### config.mk
export PLATFORM = sky130hd
export DESIGN_NAME = maze_nav
export DESIGN_NICKNAME = d
export VERILOG_FILES = /design/src/rtl/maze_nav_pkg.sv /design/src/rtl/maze_nav_tmo.sv /design/src/rtl/maze_nav.sv
export SDC_FILE = /design/constraint.sdc
export NUM_CORES = 1
export LEC_CHECK = 0
export ABC_AREA = 1
export BUFFER_PORTS_ARGS = -buffer_cell sky130_fd_sc_hd__buf_2
export CORE_MARGIN = 4
export CORE_UTILIZATION = 57
export CTS_CLUSTER_SIZE = 10
export DETAILED_ROUTE_END_ITERATION = 12
export PLACE_DENSITY = 0.75
export SYNTH_ARGS = -nofsm -noshare
export SYNTH_HDL_FRONTEND = slang
export SYNTH_SLANG_ARGS = --single-unit
### constraint.sdc
create_clock -name clk -period 3.1 [get_ports clk]
set_input_delay 0.62 -clock clk [delete_from_list [all_inputs] [get_ports clk]]
set_output_delay 0.62 -clock clk [all_outputs]
set_load 0.02 [all_outputs]
### src/rtl/maze_nav_pkg.sv
// Shared types for the maze navigator: FSM states, wall-follow strategy,
// 2-bit compass index and the index-to-heading decode.
package maze_nav_pkg;

   typedef enum logic [2:0] {
      ST_IDLE,
      ST_MOVE,
      ST_DECIDE,
      ST_HDNG_STRT,
      ST_HDNG_WAIT,
      ST_DONE,
      ST_ERR
   } state_t;

   typedef enum logic [1:0] {
      STRAT_LEFT   = 2'b00,
      STRAT_RIGHT  = 2'b01,
      STRAT_ALT    = 2'b10,
      STRAT_LEFT_X = 2'b11
   } strat_t;

   typedef logic [1:0] dir_t;

   localparam dir_t DIR_N = 2'd0;
   localparam dir_t DIR_W = 2'd1;
   localparam dir_t DIR_S = 2'd2;
   localparam dir_t DIR_E = 2'd3;

   // Turns are index deltas, applied mod 4.
   localparam dir_t TURN_LEFT  = 2'd1;
   localparam dir_t TURN_UTURN = 2'd2;
   localparam dir_t TURN_RIGHT = 2'd3;

   function automatic logic [31:0] hdng_decode(input dir_t dir, input int unsigned hdng_w);
      logic [31:0] quarter;
      logic [31:0] res;
      quarter = 32'd1 << (hdng_w - 32'd2);
      case (dir)
         DIR_N:   res = 32'd0;
         DIR_W:   res = quarter - 32'd1;
         DIR_S:   res = (quarter << 1) - 32'd1;
         default: res = quarter * 32'd3;
      endcase
      return res;
   endfunction

endpackage

### src/rtl/maze_nav_tmo.sv
// Watchdog for mv_cmplt: down-counter reloaded on clr, expires when it has
// counted TMO_CYC enabled cycles.
module maze_nav_tmo #(
   parameter int unsigned TMO_CYC = 1_000_000
) (
   input  logic clk,
   input  logic rst,
   input  logic clr,
   input  logic en,
   output logic expired
);

   localparam int unsigned TW = (TMO_CYC > 1) ? $clog2(TMO_CYC) : 1;
   localparam logic [TW-1:0] LOAD = TW'(TMO_CYC - 1);

   logic [TW-1:0] cnt;

   always_ff @(posedge clk or posedge rst) begin
      if (rst) begin
         cnt <= LOAD;
      end else if (clr) begin
         cnt <= LOAD;
      end else if (en && (cnt != '0)) begin
         cnt <= cnt - TW'(1);
      end
   end

   assign expired = en && (cnt == '0);

endmodule

### src/rtl/maze_nav.sv
// Wall-following maze solver sequencer: issues heading and move requests to
// the motion block and counts forward moves until the goal is reported.
//
// state        | meaning
// IDLE         | held by cmd_md=1; leaving it starts the first move
// MOVE         | forward move in progress, waiting for mv_cmplt
// DECIDE       | one cycle: goal check, then pick turn or forward
// HDNG_STRT    | one-cycle strt_hdng pulse
// HDNG_WAIT    | heading change in progress, waiting for mv_cmplt
// DONE         | goal found, done held until cmd_md=1
// ERR          | mv_cmplt timeout, err held until cmd_md=1
module maze_nav
   import maze_nav_pkg::*;
#(
   parameter int unsigned HDNG_W  = 12,
   parameter int unsigned CNT_W   = 8,
   parameter int unsigned TMO_CYC = 1_000_000
) (
   input  logic              clk,
   input  logic              rst,
   input  logic              cmd_md,
   input  logic [1:0]        strat,
   input  logic              lft_opn,
   input  logic              frwrd_opn,
   input  logic              rght_opn,
   input  logic              mv_cmplt,
   input  logic              sol_cmplt,
   output logic              strt_hdng,
   output logic              strt_mv,
   output logic [HDNG_W-1:0] dsrd_hdng,
   output logic [CNT_W-1:0]  mv_cnt,
   output logic              done,
   output logic              err
);

   localparam logic [CNT_W-1:0] CNT_MAX = '1;

   state_t state, state_nxt;
   strat_t strat_q;
   logic   alt_left_q;
   dir_t   hdng_idx_q, hdng_idx_nxt;
   dir_t   turn;
   logic   go_fwd;
   logic   pref_left;
   logic   issue_mv;
   logic   hdng_upd;
   logic   tmo_clr, tmo_en, tmo_exp;

   // 11 falls through to left-wall.
   assign pref_left = (strat_q == STRAT_RIGHT) ? 1'b0 :
                      (strat_q == STRAT_ALT)   ? alt_left_q : 1'b1;

   always_comb begin
      state_nxt    = state;
      issue_mv     = 1'b0;
      hdng_upd     = 1'b0;
      hdng_idx_nxt = hdng_idx_q;
      turn         = TURN_UTURN;
      go_fwd       = 1'b0;

      if (pref_left) begin
         if (lft_opn)        turn   = TURN_LEFT;
         else if (frwrd_opn) go_fwd = 1'b1;
         else if (rght_opn)  turn   = TURN_RIGHT;
      end else begin
         if (rght_opn)       turn   = TURN_RIGHT;
         else if (frwrd_opn) go_fwd = 1'b1;
         else if (lft_opn)   turn   = TURN_LEFT;
      end

      case (state)
         ST_IDLE: begin
            if (!cmd_md) begin
               state_nxt = ST_MOVE;
               issue_mv  = 1'b1;
            end
         end
         ST_MOVE: begin
            if (mv_cmplt)     state_nxt = ST_DECIDE;
            else if (tmo_exp) state_nxt = ST_ERR;
         end
         ST_DECIDE: begin
            if (sol_cmplt) begin
               state_nxt = ST_DONE;
            end else if (go_fwd) begin
               state_nxt = ST_MOVE;
               issue_mv  = 1'b1;
            end else begin
               state_nxt    = ST_HDNG_STRT;
               hdng_upd     = 1'b1;
               hdng_idx_nxt = hdng_idx_q + turn;
            end
         end
         ST_HDNG_STRT: state_nxt = ST_HDNG_WAIT;
         ST_HDNG_WAIT: begin
            if (mv_cmplt) begin
               state_nxt = ST_MOVE;
               issue_mv  = 1'b1;
            end else if (tmo_exp) begin
               state_nxt = ST_ERR;
            end
         end
         ST_DONE, ST_ERR: begin
            if (cmd_md) state_nxt = ST_IDLE;
         end
         default: state_nxt = ST_IDLE;
      endcase
   end

   always_ff @(posedge clk or posedge rst) begin
      if (rst) begin
         state      <= ST_IDLE;
         strat_q    <= STRAT_LEFT;
         alt_left_q <= 1'b1;
         hdng_idx_q <= DIR_N;
         dsrd_hdng  <= '0;
         mv_cnt     <= '0;
         strt_mv    <= 1'b0;
      end else begin
         state   <= state_nxt;
         strt_mv <= issue_mv;

         if ((state == ST_IDLE) && !cmd_md) begin
            strat_q    <= strat_t'(strat);
            alt_left_q <= 1'b1;
         end else if (state == ST_DECIDE) begin
            alt_left_q <= ~alt_left_q;
         end

         if (hdng_upd) begin
            hdng_idx_q <= hdng_idx_nxt;
            dsrd_hdng  <= HDNG_W'(hdng_decode(hdng_idx_nxt, HDNG_W));
         end

         // A new solve restarts the count, so its first move reads 1.
         if (issue_mv) begin
            if (state == ST_IDLE)      mv_cnt <= CNT_W'(1);
            else if (mv_cnt != CNT_MAX) mv_cnt <= mv_cnt + CNT_W'(1);
         end
      end
   end

   assign strt_hdng = (state == ST_HDNG_STRT);
   assign done      = (state == ST_DONE);
   assign err       = (state == ST_ERR);

   assign tmo_clr = (state_nxt != state);
   assign tmo_en  = ((state == ST_MOVE) || (state == ST_HDNG_WAIT)) && !mv_cmplt;

   maze_nav_tmo #(
      .TMO_CYC(TMO_CYC)
   ) u_tmo (
      .clk    (clk),
      .rst    (rst),
      .clr    (tmo_clr),
      .en     (tmo_en),
      .expired(tmo_exp)
   );

endmodule

==> reports/metrics.yaml, run 1 <==
status:
  outcome: "finished, final reports clean"
worst_setup_path:
  ff2ff_path_depth: 13
  crit_fanout: 7
  crit_type: "flip-flop to flip-flop"
  max_stage_delay_ns: 0.53
  crit_path_top_delay_cell: "dfstp_2"
  crit_required_ns: 3.28
  end_kind: "flip-flop"
  crit_path_start_kind: "flip-flop"
  cp_common_cell: "inv_1"
  worstPathCellList: "inv_1 > nand3_1 > o21ai_0 > inv_1 > nand3_1 > nand3_1 > inv_1 > or2_2 > o21ai_0 > inv_1 > ha_1 > nand2_1 > nand2_1"
  arrival_ns: 2.50
power_and_ir_drop:
  power_leakage_nw: 1.46
  p_int_w: 0.00110
  pwr-share-seq: 0.362
  powerDensity_mw_per_mm2: 751
  combPwrFrac: 0.480
  p_sw_frac: 0.469
  p_sw_w: 0.000974
  clkPwrFrac: 0.158
  ir_drop_v: 0.000409
die:
  placementRows: 24
  core-area_mm2: 0.00435
  die_w_um: 74.9
  io_pins: 34
  die_area_mm2: 0.00561
  die_h_um: 74.9
  initial_core_util: 0.585
grt:
  grt_pass1_vias: 1952
  antenna_found_initial: 0
  gr-total-overflow: 0
  grt_pass1_wl_mm: 8.01
  grt_max_degree: 41
  grt_usage: 0.184
clock_network:
  htree_levels: 2
  cts-buffers-inserted: 5
  ctsRootBufferMaster: "clkbuf_8"
  clk_pin_slew_worst_paths_ns: 0.07
  cts_tree: "done"
  clock_path_buffers: 2
  holdBufCountCts: 0
  cts_sinks: 40
  postCtsSetupRepairBufs: 0
  ctsResizeCount: 0
  worstSkewPairLatency_ns: 0.29
timing:
  worstMarginPinSlew_ns: 0.508
  fin_skew_ns: 0.00561
  setup_tns_ns: 0
  finalHoldViolCount: 0
  min_period_over_period: 0.750
  setup-violations-final: 0
  rsz0062_at_grt: "no"
  fmax_ghz: 0.430
  min_period_ns: 2.33
  drv_slew: 0
  slew_headroom: 0.661
cells_and_area:
  drive_above_1_share: 0.223
  final_common_cell: "nand2_1"
  utilization: 0.635
  fillCellCount: 393
  syn2layout_area_growth_pct: 8.54
  diodes: 0
  fin_nets: 379
  finalNonFillerCells: 416
  final_cell_mix: "61 x nand2_1, 52 x nor2_1, 51 x inv_1"
placed_design:
  hpwl_mm: 3.51
  place_inst: 408
  gp_congestion: 0.802
  portBuffers: 33
logic_synthesis:
  yosys_warnings: 0
  ys_types: 31
  synthCells: 334
  ys_seq_area_frac: 0.399
  ys_seq_elements: 40
  synthesis.nets: 350
  postSynthAreaPerCell_um2: 7.63
  syn-cell-area_mm2: 0.00255
detailed_routing:
  drt_iter0_markers: 99
  post_drt_wl_per_cell_um: 11.1
  dr.pass1.iters: 4
  wl_mm: 4.61
  ant_nets: 0
  vias_per_cell: 4.86
  vias: 2022
  drc: 0
min_path:
  hold_path.class: "primary input to async pin"
run:
  cap_violations: 0
synth_stat cells, drive strengths merged:
cell type | number | area, um2
a21oi | 5 | 36.3
and3 | 1 | 7.51
buf | 12 | 101
clkinv | 1 | 5.00
dfrtp | 27 | 676
dfstp | 13 | 342
ha | 6 | 75.1
inv | 53 | 199
nand2 | 77 | 339
nand3 | 24 | 125
nand3b | 1 | 7.51
nand4 | 12 | 81.3
nor2 | 55 | 219
nor2b | 1 | 6.26
nor3 | 4 | 20.0
nor3b | 1 | 7.51
o2111ai | 1 | 8.76
o21ai | 14 | 70.1
or2 | 2 | 12.5
xnor2 | 4 | 35.0
xor2 | 20 | 175
power groups by stage:
stage	registers (W)	clock network (W)	logic [W]
floorplan	0.000793	0	0.000827
global placement	0.000755	0	0.000990
global route	0.000773	0.000361	0.00112
detailed placement	0.000759	0	0.00101
CTS	0.000752	0.000345	0.00101
finish	0.000753	0.000328	0.000997
critical path, delay by kind of cell, from the launching register on:
kind,cells,cell delay (ns)
AO/OA/AOI/OAI,2,0.27
buffers and inverters,4,0.38
flip-flops,1,0.53
adder cells (fa/ha/maj),1,0.29
AND/OR/NAND/NOR,6,0.75
worst paths after layout:
path | start | to | slack (ns)
max | alt_left_q | dsrd_hdng[9] | 0.77
min | rst | mv_cnt[0] | 0.44
max reg2reg | alt_left_q | dsrd_hdng[9] | 0.77
min reg2reg | hdng_idx_q[1] | hdng_idx_q[1] | 0.50
max in group asynchronous | rst | alt_left_q | 2.30
min in group clk | hdng_idx_q[1] | hdng_idx_q[1] | 0.50
cell families after synthesis:
| family | after synthesis | share of synthesized area |
|---|---|---|
| xor+xnor | 24 | 0.0825 |
| buf+inv | 66 | 0.120 |
| simple gates | 178 | 0.324 |
| compound gates | 20 | 0.0452 |
| flops | 40 | 0.399 |
| fa+ha+maj | 6 | 0.0295 |
area by class of cell:
class / instances / area (um2) / share of cell area
inverter: 54 / 204 / 0.0737
tap: 52 / 65.1 / 0.0235
clock inverter: 1 / 5.00 / 0.00181
timing repair buffer: 34 / 173 / 0.0624
sequential: 40 / 1020 / 0.368
multi-input combinational: 228 / 1230 / 0.443
clock buffer: 7 / 76.3 / 0.0276
metal layers:
metal	vias to the layer above	global-route usage	part of all wire
li1	1085	-	-
met3	5	0.0320	0.025
met4	0	0.0711	0.0091
met2	25	0.308	0.48
met1	907	0.238	0.49
met5	-	0	0
through the flow:
step	setup slack (ns)	hold WS, ns	cell area [um2]	total power (W)
3_3_place_gp	0.869	0.475	2690	0.00175
6_report	0.774	0.435	2770	0.00208
3_5_place_dp	0.792	0.481	2690	0.00177
5_1_grt	0.465	0.481	2770	0.00226
4_1_cts	0.755	0.444	2770	0.00211
2_1_floorplan	0.983	0.467	2550	0.00162
sequential cells by signal (all words and copies together) (netlist names):
name / flops
alt_left_q: 1
dsrd_hdng: 3
hdng_idx_q: 2
mv_cnt: 8
state: 3
strat_q: 2
strt_mv: 1
u_tmo.cnt: 20
Power figures use the tool's default switching activity.
==> inputs of run 2 (changes only) <==
==> constraint.sdc (replaced) <==
create_clock -name clk -period 2.15 [get_ports clk]
set_input_delay 0.43 -clock clk [delete_from_list [all_inputs] [get_ports clk]]
set_output_delay 0.43 -clock clk [all_outputs]
set_load 0.02 [all_outputs]
==> run 2 against run 1 <==
Effect of this change: fmax up 10%; clock power is 100% higher; worst hold slack worse by 0.20 ns; power is 74% higher; count of clock-buffer cells in the layout fell by 1; flip-flop and latch count did not move; setup slack worse by 0.73 ns; design area grew 9.1%; global-route usage up 1.6 points; largest cell class unchanged.
==> reports/metrics.yaml, run 2 (synthesis results as in run 1) <==
status:
  outcome: "finished, final reports clean"  # unchanged
die:
  die_h_um: 74.9  # unchanged
  die_area_mm2: 0.00561  # unchanged
  die_w_um: 74.9  # unchanged
  core-area_mm2: 0.00435  # unchanged
  initial_core_util: 0.585  # unchanged
  placementRows: 24  # unchanged
  io_pins: 34  # unchanged
grt:
  antenna_found_initial: 0  # unchanged
  grt_usage: 0.200  # was 0.184
  gr-total-overflow: 0  # unchanged
  grt_max_degree: 41  # unchanged
  grtUsageMet2: 0.343  # was 0.308
  grt_use_met1: 0.256  # was 0.238
  grt_pass1_wl_mm: 8.80  # was 8.01 mm
  grtUsageMet3: 0.0374  # was 0.0320
  grt.busiest_layer: "met2"  # unchanged
  grt_pass1_vias: 2060  # was 1,952
cells_and_area:
  fin_nets: 391  # was 379
  syn2layout_area_growth_pct: 18.4  # was 8.54%
  diodes: 0  # unchanged
  largest_reg_flops: 20  # unchanged
  regMostFlops: "u_tmo.cnt"  # unchanged
  utilization: 0.693  # was 0.635
  final_common_cell: "nand2_1"  # unchanged
  drive_above_1_share: 0.314  # was 0.223
  multiInputGateArea_mm2: 0.00133  # was 0.00123 mm2
  finalNonFillerCells: 428  # was 416
  final_cell_mix: "60 x nand2_1, 48 x nor2_1, 46 x inv_1"  # was 61 x nand2_1, 52 x nor2_1, 51 x inv_1
  seq_area_mm2: 0.00102  # about the same
  fillCellCount: 343  # was 393
  top_regs: "u_tmo.cnt x20, mv_cnt x8"  # unchanged
detailed_routing:
  drt_iter0_markers: 54  # was 99
  ant_nets: 0  # unchanged
  drc: 0  # unchanged
  wl_mm: 5.49  # was 4.61 mm
  vias: 2149  # was 2,022
  post_drt_wl_per_cell_um: 12.8  # was 11.1 um
  dr.pass1.iters: 4  # unchanged
  vias_per_cell: 5.02  # was 4.86
worst_setup_path:
  ff2ff_path_depth: 14  # was 13
  crit_type: "flip-flop to flip-flop"  # unchanged
  crit_path_start_kind: "flip-flop"  # unchanged
  cp_common_cell: "buf_4"  # was inv_1
  crit_path_top_delay_cell: "dfrtp_1"  # was dfstp_2
  crit_required_ns: 2.33  # was 3.28 ns
  worstPathCellList: "inv_2 > nand3_4 > o21ai_4 > inv_2 > buf_4 > buf_4 > nor2_2 > nor2_1 > nand2_1 > nand3_4 > buf_4 > buf_4 > buf_4 > xnor2_1"  # was inv_1 > nand3_1 > o21ai_0 > inv_1 > nand3_1 > nand3_1 > inv_1 > or2_2 > o21ai_0 > inv_1 > ha_1 > nand2_1 > nand2_1
  end_kind: "flip-flop"  # unchanged
  arrival_ns: 2.29  # was 2.50 ns
  crit_fanout: 3  # was 7
  max_stage_delay_ns: 0.38  # was 0.53 ns
placed_design:
  portBuffers: 33  # unchanged
  place_ws_ns: -0.0862  # was 0.792 ns
  gp_congestion: 0.810  # was 0.802
  hpwl_mm: 3.53  # was 3.51 mm
  place_inst: 413  # was 408
timing:
  min_period_over_period: 0.980  # was 0.750
  drv_slew: 0  # unchanged
  finalHoldViolCount: 0  # unchanged
  fin_skew_ns: 0.00781  # was 0.00561 ns
  slew_headroom: 0.671  # was 0.661
  whs_ns: 0.239  # was 0.435 ns
  fin_ws_ns: 0.0422  # was 0.774 ns
  min_period_ns: 2.11  # was 2.33 ns
  fmax_ghz: 0.474  # was 0.430 GHz
  setup-violations-final: 0  # unchanged
  worstMarginPinSlew_ns: 0.493  # was 0.508 ns
clock_network:
  clk_pin_slew_worst_paths_ns: 0.08  # was 0.07 ns
  cts_sinks: 40  # unchanged
  cts-buffers-inserted: 5  # unchanged
  ctsRootBufferMaster: "clkbuf_8"  # unchanged
  htree_levels: 2  # unchanged
  clock_path_buffers: 2  # unchanged
  holdBufCountCts: 0  # unchanged
  worstSkewPairLatency_ns: 0.30  # was 0.29 ns
  cts_tree: "done"  # unchanged
run:
  cap_violations: 0  # unchanged
min_path:
  hold_path.class: "primary input to async pin"  # unchanged
power_and_ir_drop:
  power_leakage_nw: 1.54  # was 1.46 nW
  powerDensity_mw_per_mm2: 1200  # was 751 mW/mm2
  ir_drop_v: 0.000813  # was 0.000409 V
## run 2: stage by stage
| stage | TNS (ns) | total power (W) | cell area [um2] |
|---|---|---|---|
| global route | -0.0666 | 0.00386 | 3020 |
| global placement | 0 | 0.00264 | 2740 |
| CTS | 0 | 0.00344 | 2920 |
| floorplan | 0 | 0.00234 | 2550 |
| finish | 0 | 0.00361 | 3020 |
| detailed placement | -0.162 | 0.00267 | 2740 |
## run 2: cell type report
cell class | count | share of cell area
Inverter | 54 | 0.0676
Clock inverter | 2 | 0.0129
Timing Repair Buffer | 46 | 0.0912
Clock buffer | 6 | 0.0274
Multi-Input combinational cell | 228 | 0.442
Sequential cell | 40 | 0.337
Tap cell | 52 | 0.0216
## run 2: final timing paths
check | start | endpoint | slack [ns]
setup / recovery | strat_q[0] | hdng_idx_q[1] | 0.04
hold / removal | rst | u_tmo.cnt[15] | 0.24
setup reg to reg | strat_q[0] | hdng_idx_q[1] | 0.04
hold reg to reg | dsrd_hdng[10] | dsrd_hdng[10] | 0.50
max in group asynchronous | rst | strat_q[1] | 1.55
min in group clk | strat[0] | strat_q[0] | 0.38
## run 2: worst max-delay path, delay by kind of cell (launching register included)
family	cells	cell delay (ns)
buf+inv	7	0.86
simple gates	5	0.53
flops	1	0.38
xor+xnor	1	0.12
compound gates	1	0.09
## run 2: metal layers
layer / vias up / wire [um]
li1: 1114 / -
met1: 987 / 2520
met2: 40 / 2720
met3: 8 / 183
met4: 0 / 65
met5: - / 0
## run 2: power breakdown
group	internal [W]	switching, W	total [W]
logic	0.000686	0.00117	0.00186
registers	0.000922	0.000176	0.00110
clock network	0.000380	0.000275	0.000655
total	0.00199	0.00163	0.00361
## run 2: timing repair
action                     4_1_cts  5_1_grt
setup buffers                    6        1
pin swaps                        4        6
setup endpoints to repair        3        6
gates resized for setup          8       24
==> inputs of run 3 (changes only) <==
==> constraint.sdc (replaced) <==
create_clock -name clk -period 2.49 [get_ports clk]
set_input_delay 0.498 -clock clk [delete_from_list [all_inputs] [get_ports clk]]
set_output_delay 0.498 -clock clk [all_outputs]
set_load 0.02 [all_outputs]
==> run 3 against run 2 <==
Effect of this change: global-route usage fell by 0.83 points; design area fell by 6.6%; die area did not move; sequential power fell by 16%; clock power fell by 19%; critical path type unchanged.
==> reports/metrics.yaml, run 3 (synthesis results as in run 1) <==
timing:
  finalHoldViolCount: 0  # unchanged
  fin_skew_ns: 0.00881  # was 0.00781 ns
  fmax_ghz: 0.440  # was 0.474 GHz
  min_period_ns: 2.27  # was 2.11 ns
  setup-violations-final: 0  # unchanged
  setup_tns_ns: 0  # unchanged
  rsz0062_at_grt: "no"
  drv_slew: 0  # unchanged
  min_period_over_period: 0.912  # was 0.980
  worstMarginPinSlew_ns: 0.522  # was 0.493 ns
  slew_headroom: 0.651  # was 0.671
  fin_ws_ns: 0.218  # was 0.0422 ns
clock_network:
  cts-buffers-inserted: 5  # unchanged
  clk_pin_slew_worst_paths_ns: 0.08  # about the same
  cts_sinks: 40  # unchanged
  cts_tree: "done"  # unchanged
  postCtsSetupRepairBufs: 0  # was 6
  clock_path_buffers: 2  # unchanged
  htree_levels: 2  # unchanged
  ctsRootBufferMaster: "clkbuf_8"  # unchanged
  worstSkewPairLatency_ns: 0.30  # about the same
  holdBufCountCts: 0  # unchanged
grt:
  antenna_found_initial: 0  # unchanged
  grt_pass1_wl_mm: 8.29  # was 8.80 mm
  gr-total-overflow: 0  # unchanged
  grt_usage: 0.192  # was 0.200
  grt_max_degree: 41  # unchanged
  grt_pass1_vias: 1949  # was 2,060
die:
  io_pins: 34  # unchanged
  die_area_mm2: 0.00561  # unchanged
  die_h_um: 74.9  # unchanged
  core-area_mm2: 0.00435  # unchanged
  placementRows: 24  # unchanged
  initial_core_util: 0.585  # unchanged
  die_w_um: 74.9  # unchanged
status:
  outcome: "finished, final reports clean"  # unchanged
cells_and_area:
  final_common_cell: "nand2_1"  # unchanged
  drive_above_1_share: 0.235  # was 0.314
  final_cell_mix: "61 x nand2_1, 52 x nor2_1, 51 x inv_1"  # was 60 x nand2_1, 48 x nor2_1, 46 x inv_1
  diodes: 0  # unchanged
  regMostFlops: "u_tmo.cnt"  # unchanged
  fin_nets: 381  # was 391
  syn2layout_area_growth_pct: 10.6  # was 18.4%
  fillCellCount: 405  # was 343
  utilization: 0.647  # was 0.693
  largest_reg_flops: 20  # unchanged
  top_regs: "u_tmo.cnt x20, mv_cnt x8"  # unchanged
power_and_ir_drop:
  power_leakage_nw: 1.49  # was 1.54 nW
  ir_drop_v: 0.000605  # was 0.000813 V
  totalPowerFinal_w: 0.00274  # was 0.00361 W
  powerDensity_mw_per_mm2: 972  # was 1200 mW/mm2
worst_setup_path:
  crit_required_ns: 2.69  # was 2.33 ns
  end_kind: "flip-flop"  # unchanged
  arrival_ns: 2.47  # was 2.29 ns
  worstPathCellList: "inv_1 > nand3_1 > o21ai_0 > inv_1 > nand2_1 > a21oi_1 > inv_1 > ha_1 > o21ai_0 > nand3_1 > xnor2_2 > ha_1 > nand2_1 > nand2_1"  # was inv_2 > nand3_4 > o21ai_4 > inv_2 > buf_4 > buf_4 > nor2_2 > nor2_1 > nand2_1 > nand3_4 > buf_4 > buf_4 > buf_4 > xnor2_1
  crit_type: "flip-flop to flip-flop"  # unchanged
  crit_path_start_kind: "flip-flop"  # unchanged
  crit_fanout: 3  # unchanged
  max_stage_delay_ns: 0.53  # was 0.38 ns
  setup.worst_path.start: "alt_left_q"  # was strat_q[0]
  rr_startpoint: "alt_left_q"  # was strat_q[0]
  crit_path_top_delay_cell: "dfstp_2"  # was dfrtp_1
min_path:
  hold_path.class: "primary input to async pin"  # unchanged
detailed_routing:
  vias: 2067  # was 2,149
  drt_iter0_markers: 58  # was 54
  post_drt_wl_per_cell_um: 11.5  # was 12.8 um
  drc: 0  # unchanged
  dr.pass1.iters: 4  # unchanged
  wl_mm: 4.80  # was 5.49 mm
  ant_nets: 0  # unchanged
  vias_per_cell: 4.94  # was 5.02
placed_design:
  place_ws_ns: 0.130  # was -0.0862 ns
  gp_congestion: 0.814  # was 0.810
  portBuffers: 33  # unchanged
  hpwl_mm: 3.61  # was 3.53 mm
run:
  cap_violations: 0  # unchanged
[run 3: changes by cell type in the layout (fill, tap and decap cells not counted), sizes merged]
cell and delta:
clkinvlp +1, buf -10, clkbuf -1
[run 3: cell type report]
cell class / count / area (um2) / area share
multi-input cells: 228 / 1230 / 0.438
flip-flops and latches: 40 / 1020 / 0.361
inverters: 54 / 204 / 0.0723
repair buffers: 36 / 188 / 0.0666
clock buffers: 5 / 68.8 / 0.0244
well taps: 52 / 65.1 / 0.0231
clock inverters: 3 / 42.5 / 0.0151
[run 3: worst max-delay path, delay by kind of cell, from the launching register on]
family,cells,cell delay [ns]
flops,1,0.53
xor+xnor,1,0.18
simple gates,5,0.40
compound gates,3,0.35
buf+inv,3,0.23
fa+ha+maj,2,0.47
[run 3: timing repair]
item / in CTS / in global routing
endpoints found under the setup margin: 0 / 2
gates resized for setup: 0 / 2
hold endpoints to repair: 0 / 0
[run 3: final timing paths]
kind,slack [ns],to,cells after the start
setup / recovery,0.22,dsrd_hdng[9],14
hold / removal,0.30,mv_cnt[2],3
setup reg to reg,0.22,dsrd_hdng[9],14
hold reg to reg,0.48,dsrd_hdng[11],2
max in group asynchronous,1.81,u_tmo.cnt[19],3
min in group clk,0.44,strat_q[1],3
[run 3: power by group]
| group | switching [W] | internal (W) |
|---|---|---|
| sequential | 0.000131 | 0.000794 |
| combinational | 0.000884 | 0.000401 |
| clock | 0.000232 | 0.000296 |
| total | 0.00125 | 0.00149 |
[run 3: per-stage QoR]
step	hold slack (ns)	std cells	area, um2
after floorplan	0.467	334	2550
after global placement	0.470	410	2700
after detailed placement	0.468	410	2700
after CTS	0.313	418	2810
after global routing	0.340	418	2820
final	0.305	418	2820
[run 3: routing by layer]
| layer | vias to the layer above | global-route usage | wire length (um) |
|---|---|---|---|
| met4 | 0 | 0.0771 | 78 |
| met3 | 7 | 0.0387 | 165 |
| li1 | 1095 | - | - |
| met1 | 938 | 0.249 | 2300 |
| met5 | - | 0 | 0 |
| met2 | 27 | 0.313 | 2250 |
